===== config.mk =====
export PLATFORM = sky130hd
export DESIGN_NAME = multicycle_controller
export DESIGN_NICKNAME = d
export VERILOG_FILES = /design/src/rtl/riscv_ctrl_pkg.sv /design/src/rtl/multicycle_controller_alu_decoder.sv /design/src/rtl/multicycle_controller.sv
export SDC_FILE = /design/constraint.sdc
export NUM_CORES = 1
export LEC_CHECK = 0
export CAP_MARGIN = 20
export CORE_AREA = 2 2 52 103
export CTS_BUF_LIST = sky130_fd_sc_hd__clkbuf_4 sky130_fd_sc_hd__clkbuf_8
export DETAILED_ROUTE_END_ITERATION = 6
export DIE_AREA = 0 0 54 105
export HOLD_SLACK_MARGIN = 0.05
export PLACE_DENSITY = 0.79
export SKIP_LAST_GASP = 1
export SYNTH_ARGS = -nofsm -noshare
export SYNTH_HDL_FRONTEND = slang
export SYNTH_SLANG_ARGS = --single-unit

===== constraint.sdc =====
create_clock -name clk -period 5.62 [get_ports clk]
set_clock_uncertainty 0.05 [all_clocks]
set_input_delay 1.124 -clock clk [delete_from_list [all_inputs] [get_ports clk]]
set_output_delay 1.124 -clock clk [all_outputs]
set_load 0.01 [all_outputs]

===== src/rtl/riscv_ctrl_pkg.sv =====
// Shared control encodings for the multicycle RV32I core:
// opcodes, FSM states, ALU codes and datapath select codes.
package riscv_ctrl_pkg;

  localparam logic [6:0] OP_LW  = 7'b0000011;
  localparam logic [6:0] OP_SW  = 7'b0100011;
  localparam logic [6:0] OP_R   = 7'b0110011;
  localparam logic [6:0] OP_I   = 7'b0010011;
  localparam logic [6:0] OP_JAL = 7'b1101111;
  localparam logic [6:0] OP_BEQ = 7'b1100011;

  typedef enum logic [3:0] {
    S_FETCH,
    S_DECODE,
    S_MEMADR,
    S_MEMREAD,
    S_MEMWB,
    S_MEMWRITE,
    S_EXECUTER,
    S_EXECUTEI,
    S_ALUWB,
    S_BEQ,
    S_JAL
  } state_t;

  typedef enum logic [1:0] {
    ALUOP_ADD,
    ALUOP_SUB,
    ALUOP_FUNCT
  } alu_op_t;

  localparam logic [2:0] ALU_ADD = 3'b000;
  localparam logic [2:0] ALU_SUB = 3'b001;
  localparam logic [2:0] ALU_AND = 3'b010;
  localparam logic [2:0] ALU_OR  = 3'b011;
  localparam logic [2:0] ALU_SLT = 3'b101;

  localparam logic [1:0] RES_ALUOUT = 2'b00;
  localparam logic [1:0] RES_RDATA  = 2'b01;
  localparam logic [1:0] RES_ALU    = 2'b10;

  localparam logic [1:0] SRCA_PC    = 2'b00;
  localparam logic [1:0] SRCA_OLDPC = 2'b01;
  localparam logic [1:0] SRCA_RD1   = 2'b10;

  localparam logic [1:0] SRCB_RD2  = 2'b00;
  localparam logic [1:0] SRCB_IMM  = 2'b01;
  localparam logic [1:0] SRCB_FOUR = 2'b10;

  localparam logic [1:0] IMM_I = 2'b00;
  localparam logic [1:0] IMM_S = 2'b01;
  localparam logic [1:0] IMM_B = 2'b10;
  localparam logic [1:0] IMM_J = 2'b11;

  function automatic logic [1:0] imm_sel(input logic [6:0] op);
    logic [1:0] sel;
    sel = IMM_I;
    unique case (1'b1)
      (op == OP_SW):  sel = IMM_S;
      (op == OP_BEQ): sel = IMM_B;
      (op == OP_JAL): sel = IMM_J;
      default:        sel = IMM_I;
    endcase
    return sel;
  endfunction

endpackage


===== src/rtl/multicycle_controller_alu_decoder.sv =====
// ALU operation decoder; combinational, reused by the pipelined core.
// Subtract only for R-type funct3=000 with funct7b5 set.
module alu_decoder
  import riscv_ctrl_pkg::*;
(
  input  alu_op_t    alu_op,
  input  logic [2:0] funct3,
  input  logic       funct7b5,
  input  logic       op_b5,
  output logic [2:0] alu_control
);

  always_comb begin
    alu_control = ALU_ADD;
    unique case (alu_op)
      ALUOP_SUB: alu_control = ALU_SUB;
      ALUOP_FUNCT: begin
        unique case (1'b1)
          (funct3 == 3'b000):
            alu_control = (op_b5 & funct7b5)
                        ? ALU_SUB : ALU_ADD;
          (funct3 == 3'b010): alu_control = ALU_SLT;
          (funct3 == 3'b110): alu_control = ALU_OR;
          (funct3 == 3'b111): alu_control = ALU_AND;
          default:            alu_control = ALU_ADD;
        endcase
      end
      default: alu_control = ALU_ADD;
    endcase
  end

endmodule


===== src/rtl/multicycle_controller.sv =====
// Main control FSM of the multicycle RV32I core: sequences the
// shared-memory datapath and counts retired instructions.
module multicycle_controller
  import riscv_ctrl_pkg::*;
#(
  parameter int CNT_W = 32
) (
  input  logic             clk,
  input  logic             reset,
  input  logic [6:0]       op,
  input  logic [2:0]       funct3,
  input  logic             funct7b5,
  input  logic             zero,
  input  logic             mem_ready,
  output logic             pc_write,
  output logic             adr_src,
  output logic             mem_write,
  output logic             ir_write,
  output logic [1:0]       result_src,
  output logic [1:0]       alu_src_a,
  output logic [1:0]       alu_src_b,
  output logic [1:0]       imm_src,
  output logic [2:0]       alu_control,
  output logic             reg_write,
  output logic             instr_done,
  output logic             illegal_instr,
  output logic [CNT_W-1:0] instret
);

  state_t  state, state_nxt;
  alu_op_t alu_op;
  logic    pc_update;
  logic    branch;

  always_ff @(posedge clk) begin
    if (reset) state <= S_FETCH;
    else       state <= state_nxt;
  end

  always_ff @(posedge clk) begin
    if (reset)           instret <= '0;
    else if (instr_done) instret <= instret + 1'b1;
  end

  always_comb begin
    state_nxt     = state;
    adr_src       = 1'b0;
    mem_write     = 1'b0;
    ir_write      = 1'b0;
    result_src    = RES_ALUOUT;
    alu_src_a     = SRCA_PC;
    alu_src_b     = SRCB_RD2;
    alu_op        = ALUOP_ADD;
    reg_write     = 1'b0;
    instr_done    = 1'b0;
    illegal_instr = 1'b0;
    pc_update     = 1'b0;
    branch        = 1'b0;
    unique case (state)
      S_FETCH: begin
        alu_src_b  = SRCB_FOUR;
        result_src = RES_ALU;
        ir_write   = mem_ready;
        pc_update  = mem_ready;
        if (mem_ready) state_nxt = S_DECODE;
      end
      S_DECODE: begin
        alu_src_a = SRCA_OLDPC;
        alu_src_b = SRCB_IMM;
        unique case (1'b1)
          (op == OP_LW),
          (op == OP_SW):  state_nxt = S_MEMADR;
          (op == OP_R):   state_nxt = S_EXECUTER;
          (op == OP_I):   state_nxt = S_EXECUTEI;
          (op == OP_JAL): state_nxt = S_JAL;
          (op == OP_BEQ): state_nxt = S_BEQ;
          default: begin
            illegal_instr = 1'b1;
            state_nxt     = S_FETCH;
          end
        endcase
      end
      S_MEMADR: begin
        alu_src_a = SRCA_RD1;
        alu_src_b = SRCB_IMM;
        state_nxt = (op == OP_LW) ? S_MEMREAD
                                  : S_MEMWRITE;
      end
      S_MEMREAD: begin
        adr_src = 1'b1;
        if (mem_ready) state_nxt = S_MEMWB;
      end
      S_MEMWB: begin
        result_src = RES_RDATA;
        reg_write  = 1'b1;
        instr_done = 1'b1;
        state_nxt  = S_FETCH;
      end
      S_MEMWRITE: begin
        adr_src    = 1'b1;
        mem_write  = 1'b1;
        instr_done = mem_ready;
        if (mem_ready) state_nxt = S_FETCH;
      end
      S_EXECUTER: begin
        alu_src_a = SRCA_RD1;
        alu_op    = ALUOP_FUNCT;
        state_nxt = S_ALUWB;
      end
      S_EXECUTEI: begin
        alu_src_a = SRCA_RD1;
        alu_src_b = SRCB_IMM;
        alu_op    = ALUOP_FUNCT;
        state_nxt = S_ALUWB;
      end
      S_ALUWB: begin
        reg_write  = 1'b1;
        instr_done = 1'b1;
        state_nxt  = S_FETCH;
      end
      S_BEQ: begin
        alu_src_a  = SRCA_RD1;
        alu_op     = ALUOP_SUB;
        branch     = 1'b1;
        instr_done = 1'b1;
        state_nxt  = S_FETCH;
      end
      S_JAL: begin
        alu_src_a = SRCA_OLDPC;
        alu_src_b = SRCB_FOUR;
        pc_update = 1'b1;
        state_nxt = S_ALUWB;
      end
      default: state_nxt = S_FETCH;
    endcase
    // Reset kills all side effects and parks selects at FETCH.
    if (reset) begin
      adr_src       = 1'b0;
      mem_write     = 1'b0;
      ir_write      = 1'b0;
      result_src    = RES_ALU;
      alu_src_a     = SRCA_PC;
      alu_src_b     = SRCB_FOUR;
      alu_op        = ALUOP_ADD;
      reg_write     = 1'b0;
      instr_done    = 1'b0;
      illegal_instr = 1'b0;
      pc_update     = 1'b0;
      branch        = 1'b0;
    end
  end

  assign pc_write = pc_update | (branch & zero);
  assign imm_src  = imm_sel(op);

  alu_decoder u_alu_dec (
    .alu_op      (alu_op),
    .funct3      (funct3),
    .funct7b5    (funct7b5),
    .op_b5       (op[5]),
    .alu_control (alu_control)
  );

endmodule


# Yosys cells after proc, flatten, opt, wreduce, memory -nomap -nowiden
# Index checks and enable logic that the tools add are counted.
[classes] add_sub_neg=1 n_mul=0 n_div=0 n_lt_le_gt_ge=0 eq_ne=24 shift=0 mux=35 bitwise_logic=3 n_reduce_logical=14
[ops] operator="$add A32 B1 Y32 const B" n=1
[ops] operator="$pmux W4 S6" n=1
[ops] operator="$pmux W4 S5" n=1
[ops] operator="$eq A4 B3 Y1 const B" n=4
[ops] operator="$mux W1" n=16
[ops] operator="$pmux W2 S2" n=4
[ops] operator="$eq A7 B6 Y1 const B" n=2
[ops] operator="$eq A7 B7 Y1 const B" n=2
[ops] operator="$eq A4 B4 Y1 const B" n=3
[ops] operator="$mux W4" n=3
[ops] operator="$pmux W3 S4" n=1
[ops] operator="$reduce_or A2 Y1" n=6
[ops] operator="$reduce_or A3 Y1" n=3
[ops] operator="$eq A4 B2 Y1 const B" n=2
[ops] operator="$mux W2" n=4
[ops] operator="$eq A7 B2 Y1 const B" n=1
[ops] operator="$eq A7 B5 Y1 const B" n=1
[ops] operator="$eq A3 B3 Y1 const B" n=2
[ops] operator="$ne A2 B2 Y1 const B" n=3
[ops] operator="$pmux W2 S3" n=1
[ops] operator="$pmux W3 S2" n=1
[ops] operator="$reduce_or A6 Y1" n=1
[ops] operator="$eq A4 B1 Y1 const B" n=1
[ops] operator="$logic_not A4 Y1" n=1
[ops] operator="10 further kinds" n=12
[totals] reg_bits=36 latch_bits=0 ram_bits=0 romBits=0 out_inout_bits=50 word_cells=79 n_memories=0

# Longest topological paths before layout
[depth] depth_word=6 ltp_mapped=9 mapped_depth_nobuf=7

# Cells and area by module
# A second synthesis with hierarchy kept.
[hier_totals] hier_cells=281 hier_area_um2=2187.1
[by_module_without_submodules] module="multicycle_controller" n_inst=1 cells_per_inst=269 area_per_inst_um2=2102.0
[by_module_without_submodules] module="alu_decoder" n_inst=1 cells_per_inst=12 area_per_inst_um2=85.1

# Worst setup path after synthesis
# No wires, ideal clock.
[synth_timing] kind="input -> output" start="input reset" end="output alu_control[1]" arrival_ns=2.196 required_ns=4.446 setup_slack_ns=2.250 stages=6 path_buffers=1 path_cell_list="clkbuf_1 > nor2_1 > nand3_1 > inv_1 > ha_1 > nor3_1"
[synth_via] elab_chain_cells=3
[synth_rtl] item="from (decl)" line="multicycle_controller.sv:9" rtl="input logic reset,"
[synth_rtl] item="$mux W2 *" line="multicycle_controller.sv:137" rtl="if (reset) begin"
[synth_rtl] item="$eq A2 B2 Y1 / $eq A2 B1 Y1 (equally long branches)" line="multicycle_controller_alu_decoder.sv:15" rtl="unique case (alu_op)"
[synth_rtl] item="$pmux W3 S2 *" line="multicycle_controller_alu_decoder.sv:15"
[synth_rtl] item="to (decl)" line="multicycle_controller.sv:23" rtl="output logic [2:0] alu_control,"
# Mark *: on every way between the ends. The rest lies on a longest branch, timed or not.

# Final worst setup path
[layout_timing] start="input reset" end="output illegal_instr"
[layout_via] elab_chain_cells=1
[layout_rtl] item="$mux W1" line="multicycle_controller.sv:137"
[layout_rtl] item="to (decl)" line="multicycle_controller.sv:26" rtl="output logic illegal_instr,"
# No other way between the ends.

==> metrics list <==
* Outcome: finished clean
- Leaving out filler cells and counting taps, the final layout contains 399.
- From synthesis to final layout, the design area changed by 35.8%.
- Grt peak-use layer: met2
* Worst hold slack: 453 ps
- The congestion estimate from routability-driven global placement came to approximately 0.86.
- Setup repair after global routing left no endpoint under its margin.
* Total Neg Setup Slack: 0 ps
* X dimension of the die: between 50 and 60 um
- Power density of the placed cells: about 200 nW/um^2
- Timing would allow up to 238 MHz.
* Slowest cell on the critical path: clkdlybuf4s50_1
- In this run, synthesis inferred 0 flip-flops with an integrated enable.
- Average vias per placed instance: between 5 and 6
* Transition time at the pin with the least slew margin: 648 ps
* Total congestion overflow: 0
- For this design, the CTS-stage hold fixing added 0 buffers.
* WP data arrival: a little over 3000 ps
- CTS built an H-tree with a depth of 2.
* Bufs on Longest Clock Path: 2
- Crit-path cells: clkdlybuf4s50_1 > buf_4 > nor3_1 > nand2_1 > nor3b_1 > clkdlybuf4s50_1
- Class of the most critical setup path: in2out
* Antenna violation net count after detailed routing: 0
- Flop and latch count out of synthesis: 36
- Met2 track demand over resource: 0.399
- Met3 usage: 0.0514
- STA classifies the critical path startpoint as an input port.
- Type of the most critical hold path: reg2reg
- Most area-hungry cell type in the Yosys netlist: dfxtp_1
- Clock input transition at the sequential cells of the worst setup and hold paths: 70 ps
- Final routed DRC violation total: 0
- Final cycle utilization of the critical path: 0.747
* Largest net degree at the start of global routing: 47
- Worst IR Drop VDD: 169 uV
- Sorting the synthesized cells by area gives the leading types as dfxtp_1, nor2_1, xor2_1.
- Minimum period implied by the final worst setup slack: roughly 4200 ps
* Die ar.: 5670 sq um
- The pre-antenna-repair detailed-routing pass consisted of 4 iterations.
- Most used flip-flop cell after synthesis: dfxtp_1
- Worst hold stages: 2
- Origin of the worst min-delay path: instret[28]$_SDFFE_PP0P_
- Portion of the post-synthesis area used by sequential elements: 0.328
* Top-count cell post-synth: nor2_1
- In this design, the largest share of critical-path delay is due to buffers and inverters.
- The HPWL after detailed placement is 4.34 mm.
* Average routed wire per standard cell: ~15 um
* Filler instances: between 400 and 500
- Top cell type's share of synthesized area: 0.328
- Final-stage net count: roughly 360
* Max_slew headroom: 0.567
- CTS sink count: 36
* CTS root buffer: clkbuf_8
- For this design the static power due to leakage is about 0.0010 uW.
- Synthesis produced approximately 280 cells.
- Counting distinct cell types in the post-synthesis netlist gives 46.
- Pin placement for this block handled 65 I/O pins.
- Worst reg2reg startpoint: state[2]$_SDFFE_PP0P_
* TritonCTS clock tree: done
- Slack of the worst reg-to-reg path: approximately 3200 ps
- The number of antenna violations at the first check in global routing is 0.
- Total of max-cap violations: 0
- FFs w/ async S/R, synth: 0
- The final number of hold-violating endpoints came to 0.
* Post-CTS resize count: 0
- Share of post-route cells with drive strength above 1: 0.0497
- Antenna diodes: 0
* Mapped Avg Cell Area: around 7.8 sq um
* Placeable core region: roughly 4900 sq um
* Row cnt: 36
- First-pass GRT wire length: roughly 9.5 mm
- Final Max Slew Viols: 0
* Global routing met1 resource utilization: 0.210
- Dominant cell type by count on the critical path: clkdlybuf4s50_1
- Kind of capture point of the worst setup path: output port
* Reg2reg end: instret[29]$_SDFFE_PP0P_
* Die H: between 100 and 150 um
- Maximum fanout encountered on the critical timing path: 46
* Total nets after synthesis: roughly 300
* Final wirelength: around 5.9 mm
- Via count of the first global-routing pass: approximately 2,100
* Worst path max stage delay: approximately 560 ps
- Endpoint required time on the critical path: 4450 ps
- The count of buffers added on input and output ports is 64.
* Most frequent cells after synthesis: nor2_1, dfxtp_1, nand2_1
- Across every metal layer, demand over resource in global routing totals 0.220.
- WP buf/inv: 3
- Cell depth of the worst flop-to-flop path: 5
- Including well taps, the total number of placed cells is about 400.
* Iteration-0 DRC Markers: 51
- Post-CTS setup buffer count: 0
* Worst-Skew Late Latency: around 290 ps
- The Yosys step of the flow raised 0 warnings.
- Endpoints failing setup: 0
- The initial utilization of the core area, before any placement, comes to 0.451.
- Via count of the routed design: between 2,000 and 2,500
- The mapped netlist covers between 2000 and 2500 sq um.
* Capture endpoint of the worst hold path: instret[28]$_SDFFE_PP0P_
- Clock tree synthesis inserted a total of 5 buffers.
final cells by class:
cell class                 count  area (sq um)  share of cell area
inverter                       8          30.0              0.0101
clock buffer                   7          96.3              0.0323
sequential                    36           721               0.242
timing repair buffer          67           663               0.223
clock inverter                 1          30.0              0.0101
tap                           57          71.3              0.0239
multi-input combinational    223          1370               0.459
per-layer routing:
layer / wire (um) / vias to the layer above
met5: 0 / -
met4: 267 / 0
met3: 272 / 18
met2: 3200 / 77
met1: 2160 / 1044
li1: - / 1136
cell usage in the layout (no fill, tap or decap), drive strengths merged, types with 7 or more instances in the layout:
cell type and count:
o21ai 16, inv 8, nand2 22, nor2 38, dfxtp 36, a21oi 15
nand4 12, xnor2 8, xor2 15, or3 8, nand3 12, nor3 13
clkbuf 7, clkdlybuf4s50 64
worst max path at each step:
stage | start | endpoint | cells after the start
after floorplan | reset | alu_control[1] | 6
after global placement | reset | illegal_instr | 6
after detailed placement | reset | illegal_instr | 6
final | reset | illegal_instr | 6
after CTS | reset | illegal_instr | 6
after global routing | reset | illegal_instr | 6
cells by family after synthesis:
kind of cell | Yosys count | synth area share
buffers and inverters | 24 | 0.0479
AO/OA/AOI/OAI | 49 | 0.140
adder cells (fa/ha/maj) | 3 | 0.0171
XOR/XNOR | 23 | 0.0918
multiplexers | 1 | 0.00456
flip-flops | 36 | 0.328
AND/OR/NAND/NOR | 147 | 0.371
flip-flops by register name, summed over array words and instances (netlist names):
register and cells:
instret 32, state 4
per-stage QoR:
stage          cell area (sq um)  setup WS [ps]  total power (uW)   util
2_1_floorplan               2190           2250               303      -
3_3_place_gp                2850           1440               334  0.587
3_5_place_dp                2850           1430               334  0.587
4_1_cts                     2980           1410               582  0.613
5_1_grt                     2980           1210               604  0.613
6_report                    2980           1420               579  0.613
worst min-delay path, delay by kind of cell, from the launching register on:
kind,cells,cell delay (ps)
flip-flops,1,330
AO/OA/AOI/OAI,2,130
power by group:
part	switching (uW)	total, uW	internal [uW]
clock network	93.2	250	157
logic	34.3	65.4	31.1
registers	6.83	264	257
total	134	579	445
Note: power is estimated with default switching activity, not from simulation.
